==> config.mk <==
export PLATFORM = sky130hd
export DESIGN_NAME = alu_sched
export DESIGN_NICKNAME = d
export VERILOG_FILES = /design/src/rtl/alu_pkg.sv /design/src/rtl/rr_arbiter.sv /design/src/rtl/alu_sched.sv
export SDC_FILE = /design/constraint.sdc
export NUM_CORES = 1
export LEC_CHECK = 0
export BUFFER_PORTS_ARGS = -buffer_cell sky130_fd_sc_hd__buf_2
export CAP_MARGIN = 20
export CORE_MARGIN = 2
export CORE_UTILIZATION = 45
export CTS_CLUSTER_SIZE = 40
export DETAILED_ROUTE_END_ITERATION = 8
export GPL_TIMING_DRIVEN = 0
export PLACE_DENSITY = 0.79
export SYNTH_ARGS = -nofsm -noshare
export SYNTH_HDL_FRONTEND = slang
export SYNTH_HIERARCHICAL = 1
export SYNTH_SLANG_ARGS = --single-unit
==> constraint.sdc <==
create_clock -name clk_i -period 5.4 [get_ports clk_i]
set_input_delay 1.08 -clock clk_i [delete_from_list [all_inputs] [get_ports clk_i]]
set_output_delay 1.08 -clock clk_i [all_outputs]
set_load 0.02 [all_outputs]
==> src/rtl/alu_pkg.sv <==
// -----------------------------------------------------------------------------
// alu_pkg
// Shared types for the ALU scheduler slice:
//   opcode_e      - 3-bit ALU opcode encoding (0..7)
//   sched_state_e - scheduler FSM states
//   alu_model     - behavioural reference of the 8-bit ALU result, used by
//                   scoreboards and by simulation-side ALU stand-ins
// -----------------------------------------------------------------------------
package alu_pkg;

    localparam int ALU_W = 8;
    localparam int OP_W  = 3;

    typedef enum logic [2:0] {
        OP_ADD  = 3'd0,
        OP_SUB  = 3'd1,
        OP_NOT  = 3'd2,
        OP_AND  = 3'd3,
        OP_OR   = 3'd4,
        OP_XOR  = 3'd5,
        OP_NAND = 3'd6,
        OP_NOR  = 3'd7
    } opcode_e;

    typedef enum logic [1:0] {
        IDLE = 2'd0,
        EXEC = 2'd1,
        CAPT = 2'd2,
        RESP = 2'd3
    } sched_state_e;

    // Wrap-around 8-bit ALU; no carry or borrow is exported.
    function automatic logic [ALU_W-1:0] alu_model(input logic [ALU_W-1:0] a,
                                                   input logic [ALU_W-1:0] b,
                                                   input opcode_e          op);
        logic [ALU_W-1:0] r;
        case (op)
            OP_ADD:  r = a + b;
            OP_SUB:  r = a - b;
            OP_NOT:  r = ~a;
            OP_AND:  r = a & b;
            OP_OR:   r = a | b;
            OP_XOR:  r = a ^ b;
            OP_NAND: r = ~(a & b);
            OP_NOR:  r = ~(a | b);
            default: r = {ALU_W{1'b0}};
        endcase
        return r;
    endfunction

endpackage

==> src/rtl/rr_arbiter.sv <==
// -----------------------------------------------------------------------------
// rr_arbiter
// Purely combinational round-robin pick: the first set bit of req found by
// scanning upward from ptr, wrapping from NUM_REQ-1 back to 0.
// Ports:
//   req        in  NUM_REQ  request vector
//   ptr        in  ID_W     index with highest priority this cycle
//   gnt_onehot out NUM_REQ  one-hot grant (all zero when no request)
//   gnt_idx    out ID_W     index of the granted requester (0 when none)
//   gnt_any    out 1        at least one request present
// -----------------------------------------------------------------------------
module rr_arbiter #(
    parameter  int NUM_REQ = 4,
    localparam int ID_W    = $clog2(NUM_REQ)
) (
    input  logic [NUM_REQ-1:0] req,
    input  logic [ID_W-1:0]    ptr,
    output logic [NUM_REQ-1:0] gnt_onehot,
    output logic [ID_W-1:0]    gnt_idx,
    output logic               gnt_any
);

    // ptr + off modulo NUM_REQ; off < NUM_REQ so a single subtract suffices,
    // which also keeps non-power-of-two NUM_REQ correct.
    function automatic logic [ID_W-1:0] wrap_idx(input logic [ID_W-1:0] p,
                                                 input int              off);
        int s;
        s = int'(p) + off;
        if (s >= NUM_REQ) begin
            s = s - NUM_REQ;
        end else begin
            s = s;
        end
        return ID_W'(s);
    endfunction

    // Priority scan starting at ptr; the first hit wins.
    always_comb begin
        gnt_onehot = {NUM_REQ{1'b0}};
        gnt_idx    = {ID_W{1'b0}};
        gnt_any    = 1'b0;
        for (int i = 0; i < NUM_REQ; i++) begin
            if (!gnt_any && req[wrap_idx(ptr, i)]) begin
                gnt_any                        = 1'b1;
                gnt_idx                        = wrap_idx(ptr, i);
                gnt_onehot[wrap_idx(ptr, i)]   = 1'b1;
            end else begin
                gnt_any = gnt_any;
            end
        end
    end

endmodule

==> src/rtl/alu_sched.sv <==
// -----------------------------------------------------------------------------
// alu_sched
// Round-robin scheduler sharing one registered 8-bit ALU (1-cycle latency)
// among NUM_REQ requesters. One operation is in flight at a time:
//   IDLE -> EXEC -> CAPT -> RESP -> IDLE
// Ports:
//   clk_i, rst_n_i              clock / async active-low reset
//   req_valid_i, req_ready_o    per-requester handshake (ready is one-hot or 0)
//   req_a_i, req_b_i, req_op_i  packed per-requester operands / opcode
//   rsp_valid_o, rsp_ready_i    response handshake
//   rsp_id_o, rsp_result_o      requester index and ALU result
//   alu_a_o, alu_b_o,
//   alu_opcode_o                registered ALU inputs (hold last issue)
//   alu_result_i                registered ALU output
// -----------------------------------------------------------------------------
module alu_sched
    import alu_pkg::*;
#(
    parameter  int NUM_REQ = 4,
    parameter  int DATA_W  = 8,
    localparam int ID_W    = $clog2(NUM_REQ)
) (
    input  logic                  clk_i,
    input  logic                  rst_n_i,
    input  logic [NUM_REQ-1:0]    req_valid_i,
    output logic [NUM_REQ-1:0]    req_ready_o,
    input  logic [NUM_REQ*DATA_W-1:0] req_a_i,
    input  logic [NUM_REQ*DATA_W-1:0] req_b_i,
    input  logic [NUM_REQ*3-1:0]  req_op_i,
    output logic                  rsp_valid_o,
    input  logic                  rsp_ready_i,
    output logic [ID_W-1:0]       rsp_id_o,
    output logic [DATA_W-1:0]     rsp_result_o,
    output logic [DATA_W-1:0]     alu_a_o,
    output logic [DATA_W-1:0]     alu_b_o,
    output logic [2:0]            alu_opcode_o,
    input  logic [DATA_W-1:0]     alu_result_i
);

    sched_state_e        state_r;
    logic [ID_W-1:0]     ptr_r;
    logic [ID_W-1:0]     id_r;

    logic [NUM_REQ-1:0]  gnt_onehot_s;
    logic [ID_W-1:0]     gnt_idx_s;
    logic                gnt_any_s;
    logic [ID_W-1:0]     ptr_next_s;
    logic [DATA_W-1:0]   sel_a_s;
    logic [DATA_W-1:0]   sel_b_s;
    logic [2:0]          sel_op_s;

    rr_arbiter #(.NUM_REQ(NUM_REQ)) u_arb (
        .req        (req_valid_i),
        .ptr        (ptr_r),
        .gnt_onehot (gnt_onehot_s),
        .gnt_idx    (gnt_idx_s),
        .gnt_any    (gnt_any_s)
    );

    // Ready only in IDLE and never while reset is held.
    always_comb begin
        if (rst_n_i && (state_r == IDLE)) begin
            req_ready_o = gnt_onehot_s;
        end else begin
            req_ready_o = {NUM_REQ{1'b0}};
        end
    end

    // Operand mux driven by the one-hot grant (constant part-select bases).
    always_comb begin
        sel_a_s  = {DATA_W{1'b0}};
        sel_b_s  = {DATA_W{1'b0}};
        sel_op_s = 3'd0;
        for (int k = 0; k < NUM_REQ; k++) begin
            if (gnt_onehot_s[k]) begin
                sel_a_s  = req_a_i[k*DATA_W +: DATA_W];
                sel_b_s  = req_b_i[k*DATA_W +: DATA_W];
                sel_op_s = req_op_i[k*3 +: 3];
            end else begin
                sel_a_s  = sel_a_s;
            end
        end
    end

    // The requester just served drops to lowest priority.
    always_comb begin
        if (gnt_idx_s == ID_W'(NUM_REQ - 1)) begin
            ptr_next_s = {ID_W{1'b0}};
        end else begin
            ptr_next_s = gnt_idx_s + ID_W'(1);
        end
    end

    // Scheduler FSM with operand, ID and response registers.
    always_ff @(posedge clk_i or negedge rst_n_i) begin
        if (!rst_n_i) begin
            state_r      <= IDLE;
            ptr_r        <= {ID_W{1'b0}};
            id_r         <= {ID_W{1'b0}};
            alu_a_o      <= {DATA_W{1'b0}};
            alu_b_o      <= {DATA_W{1'b0}};
            alu_opcode_o <= 3'd0;
            rsp_valid_o  <= 1'b0;
            rsp_id_o     <= {ID_W{1'b0}};
            rsp_result_o <= {DATA_W{1'b0}};
        end else begin
            case (state_r)
                IDLE: begin
                    // A grant implies the handshake: ready mirrors the grant here.
                    if (gnt_any_s) begin
                        alu_a_o      <= sel_a_s;
                        alu_b_o      <= sel_b_s;
                        alu_opcode_o <= sel_op_s;
                        id_r         <= gnt_idx_s;
                        ptr_r        <= ptr_next_s;
                        state_r      <= EXEC;
                    end else begin
                        state_r      <= IDLE;
                    end
                end
                EXEC: begin
                    // ALU samples alu_*_o on this edge.
                    state_r <= CAPT;
                end
                CAPT: begin
                    rsp_result_o <= alu_result_i;
                    rsp_id_o     <= id_r;
                    rsp_valid_o  <= 1'b1;
                    state_r      <= RESP;
                end
                RESP: begin
                    if (rsp_ready_i) begin
                        rsp_valid_o <= 1'b0;
                        state_r     <= IDLE;
                    end else begin
                        state_r     <= RESP;
                    end
                end
                default: begin
                    rsp_valid_o <= 1'b0;
                    state_r     <= IDLE;
                end
            endcase
        end
    end

endmodule

-- Word-level counts from Yosys, hierarchy flattened
Index checks and enable logic that the tools add are counted.
- input bits: 91
- register bits after elaboration: 36
- bits in latches: 0
- RAM bits: 0
- memory bits (read-only): 0
- memories kept: 0
- output and inout port bits: 34
- word-level logic and storage cells: 111
- mux-type cells: 55
- divide/modulo/power cells: 0
- reduce and logical (&&, ||, !) cells: 15
- multiply operators: 0
- bitwise logic cells: 3
- order comparisons: 16
- add/subtract/negate cells: 8
- shift-type cells: 0
- eq/ne operators: 5
- operators by type and width (operator ; number):
    $mux W8 ; 8
    $mux W2 ; 14
    $lt A2 B3 Y1 const B ; 8
    $mux W4 ; 5
    $mux W1 ; 14
    $mux W3 ; 4
    $or A4 B4 Y4 ; 3
    $ge A3 B3 Y1 const B ; 3
    $bmux W1 S2 ; 4
    $demux W1 S2 ; 4
    $ge A2 B1 Y1 const B ; 4
    $logic_and A1 B1 Y1 ; 8
    $pmux W2 S4 ; 1
    $sub A2 B1 Y2 const B ; 4
    $add A2 B2 Y3 const B ; 2
    $eq A2 B2 Y1 const B ; 3
    $reduce_and A2 Y1 ; 2
    $add A2 B1 Y3 const B ; 1
    $ge A2 B3 Y1 const B ; 1
    $logic_not A1 Y1 ; 3
    $add A2 B1 Y2 const B ; 1
    $eq A2 B1 Y1 const B ; 1
    $logic_not A2 Y1 ; 1
    $ne A2 B2 Y1 const B ; 1
    2 further kinds ; 2

-- Depth between registers and ports, before layout
- depth after elaboration: 24
- mapped depth: 13
- mapped depth without buffers: 9

-- Modules after synthesis
Netlist, hierarchy kept.
- by module, submodules not included (module ; area an instance (um2) ; cells each ; instances ; sequential area each (um2)):
    alu_sched ; 2047.0 ; 217 ; 1 ; 900.9
    rr_arbiter ; 421.7 ; 45 ; 1 ; 0.0

-- Worst setup path before layout
No wires, ideal clock.
- path type: in2out
- start: input port req_valid_i[2]
- end: output port req_ready_o[3]
- buffers on the path: 3
- setup slack: 1417 ps
- arrival time: 2903 ps
- required time: 4320 ps
- stages on the path: 8
- cells stage by stage: mux4_2 -> buf_6 -> nor4b_4 -> a22oi_1 -> o21ai_0 -> buf_2 -> buf_2 -> and3_1
- word-level cells in the longest chain between the ends: 13
- elaborated cells on any way between the ends: 25
- classes of those cells: mux (16); bitwise (3); reduce/logical (6)
- ends and longest elaborated chain (what ; RTL line ; text):
    from (decl) ; alu_sched.sv:25 ; input logic [NUM_REQ-1:0] req_valid_i,
    $bmux W1 S2 ; rr_arbiter.sv:43 ; if (!gnt_any && req[wrap_idx(ptr, i)]) begin
    $mux W1 (implied by the code) ; rr_arbiter.sv:43 ;
    $mux W1 ; rr_arbiter.sv:43 ;
    $logic_not A1 Y1 ; rr_arbiter.sv:43 ;
    $logic_and A1 B1 Y1 ; rr_arbiter.sv:43 ;
    $mux W1 ; rr_arbiter.sv:43 ;
    $logic_not A1 Y1 ; rr_arbiter.sv:43 ;
    $logic_and A1 B1 Y1 ; rr_arbiter.sv:43 ;
    $mux W1 ; rr_arbiter.sv:43 ;
    $logic_not A1 Y1 ; rr_arbiter.sv:43 ;
    $logic_and A1 B1 Y1 ; rr_arbiter.sv:43 ;
    $mux W4 (*) ; rr_arbiter.sv:43 ;
    named net gnt_onehot_s[3] ; alu_sched.sv:44 ; logic [NUM_REQ-1:0] gnt_onehot_s;
    $mux W4 (*) ; alu_sched.sv:62 ; if (rst_n_i && (state_r == IDLE)) begin
    to (decl) ; alu_sched.sv:26 ; output logic [NUM_REQ-1:0] req_ready_o,
The timed path passes the listed nets; every way through them passes the cells marked *. The select of a mux whose other input is x is not followed.

-- Final worst setup path
- start: input port req_valid_i[0]
- end: output port req_ready_o[3]
The elaborated chain is that of the path after synthesis.

==> results summary <==
The mean instance size in the synthesized netlist came out at about 9.4 um^2. Subtracting the final worst setup slack from the clock period gives 4450 ps. The worst slack at placement is around 960 ps. The endpoint identified for the worst register-to-register timing path is alu_a_o[2]$_DFFE_PN0P_. The sequential area share after synthesis came out at between 30 and 40%. The power per unit of standard cell area came out at about 740 mW/mm^2. The leakage power of the design came out at ~1.6 nW. The detailed-route via count is 2,560. The proportion of register bits with asynchronous set or reset after synthesis is 100%. The number of routed nets with antenna violations came out at 0. The register-to-register setup slack is 2130 ps. The initial cell density of the core is a little under half. Fill cells in the final layout number ~470. The worst setup path is launched from an input pin. Entering global routing, the biggest net connects between 40 and 50 pins.

Clock-pin slew was measured on the worst setup and hold paths at 80 ps. The number of DRC violations after detailed routing came out at 0. The upper clock frequency limit came out at 225 MHz. TritonCTS built the clock tree. After synthesis the cells add up to approximately 0.0025 mm^2. Among all flip-flop cells after synthesis, the most frequent one is sky130_fd_sc_hd__dfrtp_1. The later-pin clock latency in the skew report came out at roughly 290 ps. The number of buffers added by the clock tree synthesis step came out at 5. The worst setup slack after layout came out at about 950 ps.

The number of global-route vias before repair is 2,386. The floorplan step defined a die boundary enclosing roughly 0.006 mm^2. Adding up every negative setup slack in the final design gives 0 ps. The floorplan row count is 26. The max-slew violation count is 0. The highest cell delay on the worst timing path is approximately 630 ps. In this run, synthesis produced a sequential element count of 36. The total number of yosys warnings is 6. The final wirelength came out at 7160 um. The flow ran to the end, and the final reports show no timing, DRC or antenna violations. The startpoint identified for the worst register-to-register timing path is ptr_r[1]$_DFFE_PN0P_.

On the critical path, the stage with the largest delay is an instance of sky130_fd_sc_hd__mux4_1. The number of post-CTS setup repair buffers came out at 0. Yosys mapped the design onto 34 distinct sky130hd cell types. The library cells used most frequently in the layout, excluding fill and tap cells, are sky130_fd_sc_hd__buf_2 (134), sky130_fd_sc_hd__nand2_1 (39), sky130_fd_sc_hd__dfrtp_1 (36).

Cells with a size suffix above 1 make up 42.4% of the layout. The final layout contains 490 nets. Measured along the x axis, the die boundary spans between 70 and 80 um. The fraction of the cycle the final worst path needs came out at ~80%. The routed wire length per instance is 15.4 um. The startpoint identified for the worst hold timing path is rsp_valid_o$_DFFE_PN0P_. STA puts the critical path data required time at between 4000 and 5000 ps. The largest vdd supply drop came out at 374 uV. The maximum fanout encountered on the critical timing path is 10. The endpoint of the worst hold path is rsp_valid_o$_DFFE_PN0P_. The path type of the worst min-delay path is reg2reg. The overall die height is 78.1 um. The number of detailed-route iterations in the first pass came out at 5. The count of routing violations after the opening detailed-route iteration is 142. Dividing the detail-routed via count by the number of cells gives 5.52. The hold-fix buffer count after cts is 0. The post-synthesis instance total is about 260. The most used cell along the critical path is sky130_fd_sc_hd__buf_2.

The worst path buffer plus inverter count is 4. The data arrival time of the critical path came out at approximately 3400 ps. The number of buffer cells added on primary ports is around 120. The worst setup path is captured at a primary output. The signal on the critical path passes through buf_2 -> mux4_1 -> nor4b_4 -> a22oi_1 -> o21ai_0 -> buf_2 -> buf_2 -> and3_1 -> buf_2. The detailed placer's ending HPWL came out at 5300 um. The global router's overall resource usage came out at between 20% and 30%. The number of hold violations in the final report is 0. Headroom to the max-slew limit came out at ~40%.

After layout, the design draws a total of around 2.4 mW. The final RePlAce weighted congestion came out at slightly above 0.8. The transition time at the pin with the least slew margin came out at 894 ps. The wire length of the first global-routing pass is between 10,000 and 15,000 um. The number of cells upsized or downsized after cts is 0. The layout overhead on the synthesized area came out at 33.4%. In this design, the largest share of critical-path delay is due to buffers and inverters. Clock tree synthesis selected as its root buffer the cell sky130_fd_sc_hd__clkbuf_8.

The number of enable flip-flop cells after synthesis came out at 0. The synthesized netlist net count is between 300 and 400. Setup repair after global routing left no endpoint under its margin. The total of endpoints with negative setup slack in the final report is 0. The repair_antennas step left the layout with diodes totalling 0. The clock arrives with about 5.5 ps of skew. The number of buffers on the longest clock path is 2.

The number of top-level design ports came out at 125. The area of the core is around 0.0052 mm^2. The global-route congestion overflow total came out at 0. Along the worst hold path, the cell count comes to 1.

The worst register-to-register path has a depth of 11. The H-tree depth reported by CTS came out at 2. The critical path class is in2out.

The most common cell after layout, fill and taps aside is sky130_fd_sc_hd__buf_2. Across the run, the number of max-cap violations was 0. Counting every sink on the clock net gives 36.

The initial antenna violation count came out at 0.
worst reg2reg max path, cell delays in order (launching register included):
cell and delay (ps):
sky130_fd_sc_hd__dfrtp_1 530, sky130_fd_sc_hd__inv_1 150, sky130_fd_sc_hd__ha_1 380, sky130_fd_sc_hd__mux4_2 320
sky130_fd_sc_hd__buf_6 160, sky130_fd_sc_hd__nor4b_4 380, sky130_fd_sc_hd__a22oi_1 120, sky130_fd_sc_hd__o21ai_0 120
sky130_fd_sc_hd__clkbuf_1 410, sky130_fd_sc_hd__nand3b_1 130, sky130_fd_sc_hd__a221oi_1 320, sky130_fd_sc_hd__o22a_1 190
flip-flops by register name (all words and copies together), names as in the netlist:
signal,cells
alu_a_o,8
ptr_r,2
id_r,2
alu_opcode_o,3
rsp_id_o,2
rsp_valid_o,1
alu_b_o,8
rsp_result_o,8
state_r,2
report_power, final:
part / internal [mW] / total, mW / leakage (nW) / switching [mW]
sequential: 0.416 / 0.509 / 0.415 / 0.0926
combinational: 0.730 / 1.67 / 1.14 / 0.941
clock: 0.139 / 0.246 / 0.0548 / 0.107
total: 1.29 / 2.43 / 1.61 / 1.14
stage by stage:
step	hold slack, ps	std cells	utilization [%]	cell area (um^2)
2_1_floorplan	452	262	-	2470
3_3_place_gp	457	456	61.0	3180
3_5_place_dp	462	456	61.0	3180
4_1_cts	481	464	63.2	3290
5_1_grt	499	464	63.2	3290
6_report	476	464	63.2	3290
per-layer routing:
metal	GRT usage [%]	vias to the layer above	part of all wire [%]
li1	-	1223	-
met1	31.3	1212	42
met2	40.0	123	50
met3	4.37	2	7.8
met4	4.04	0	0.32
met5	0	-	0
final cells by class:
| class | count | area (um^2) | share of cell area (%) |
|---|---|---|---|
| multi-input cells | 181 | 1360 | 41.2 |
| inverters | 23 | 86.3 | 2.62 |
| repair buffers | 124 | 621 | 18.9 |
| clock inverters | 3 | 46.3 | 1.41 |
| clock buffers | 5 | 68.8 | 2.09 |
| well taps | 70 | 87.6 | 2.66 |
| flip-flops and latches | 36 | 901 | 27.4 |
| plain buffers | 22 | 125 | 3.80 |
cells in the mapped netlist (2+ instances only):
| library cell | number | area, um^2 |
|---|---|---|
| sky130_fd_sc_hd__a21oi_1 | 21 | 105 |
| sky130_fd_sc_hd__buf_4 | 4 | 30.0 |
| sky130_fd_sc_hd__mux4_1 | 2 | 52.6 |
| sky130_fd_sc_hd__dfrtp_1 | 36 | 901 |
| sky130_fd_sc_hd__and3_1 | 4 | 25.0 |
| sky130_fd_sc_hd__a22oi_1 | 8 | 60.1 |
| sky130_fd_sc_hd__mux2i_1 | 2 | 20.0 |
| sky130_fd_sc_hd__a221oi_1 | 19 | 166 |
| sky130_fd_sc_hd__buf_6 | 2 | 22.5 |
| sky130_fd_sc_hd__clkbuf_1 | 6 | 22.5 |
| sky130_fd_sc_hd__buf_2 | 10 | 50.1 |
| sky130_fd_sc_hd__mux2_1 | 2 | 22.5 |
| sky130_fd_sc_hd__a21o_1 | 2 | 15.0 |
| sky130_fd_sc_hd__ha_1 | 6 | 75.1 |
| sky130_fd_sc_hd__o22a_1 | 19 | 166 |
| sky130_fd_sc_hd__mux4_2 | 2 | 45.0 |
| sky130_fd_sc_hd__nand3b_1 | 19 | 143 |
| sky130_fd_sc_hd__inv_1 | 23 | 86.3 |
| sky130_fd_sc_hd__nand2_1 | 39 | 146 |
| sky130_fd_sc_hd__mux2_2 | 13 | 146 |
| sky130_fd_sc_hd__nand2b_1 | 2 | 12.5 |
| sky130_fd_sc_hd__nor2_1 | 5 | 18.8 |
| sky130_fd_sc_hd__o21ai_0 | 5 | 25.0 |
worst max path at each step:
stage / startpoint / end / slack (ps) / depth (start not counted)
2_1_floorplan: req_valid_i[2] / req_ready_o[3] / 1420 / 8
3_5_place_dp: req_valid_i[0] / req_ready_o[3] / 960 / 9
5_1_grt: ptr_r[1]$_DFFE_PN0P_ / req_ready_o[3] / 690 / 11
6_report: req_valid_i[0] / req_ready_o[3] / 950 / 9
4_1_cts: ptr_r[1]$_DFFE_PN0P_ / req_ready_o[3] / 950 / 11
3_3_place_gp: req_valid_i[2] / req_ready_o[2] / 1000 / 10
kinds of logic (layout without fill, tap and decap cells):
logic type               Yosys count  after routing  share of synthesized area (%)
AO/OA/AOI/OAI                     78             78                           23.2
flip-flops                        36             36                           36.5
AND/OR/NAND/NOR                   76             76                           17.1
adder cells (fa/ha/maj)            6              6                           3.04
multiplexers                      21             21                           11.6
buffers and inverters             45            177                           8.57
(Power assumes the default switching activity.)
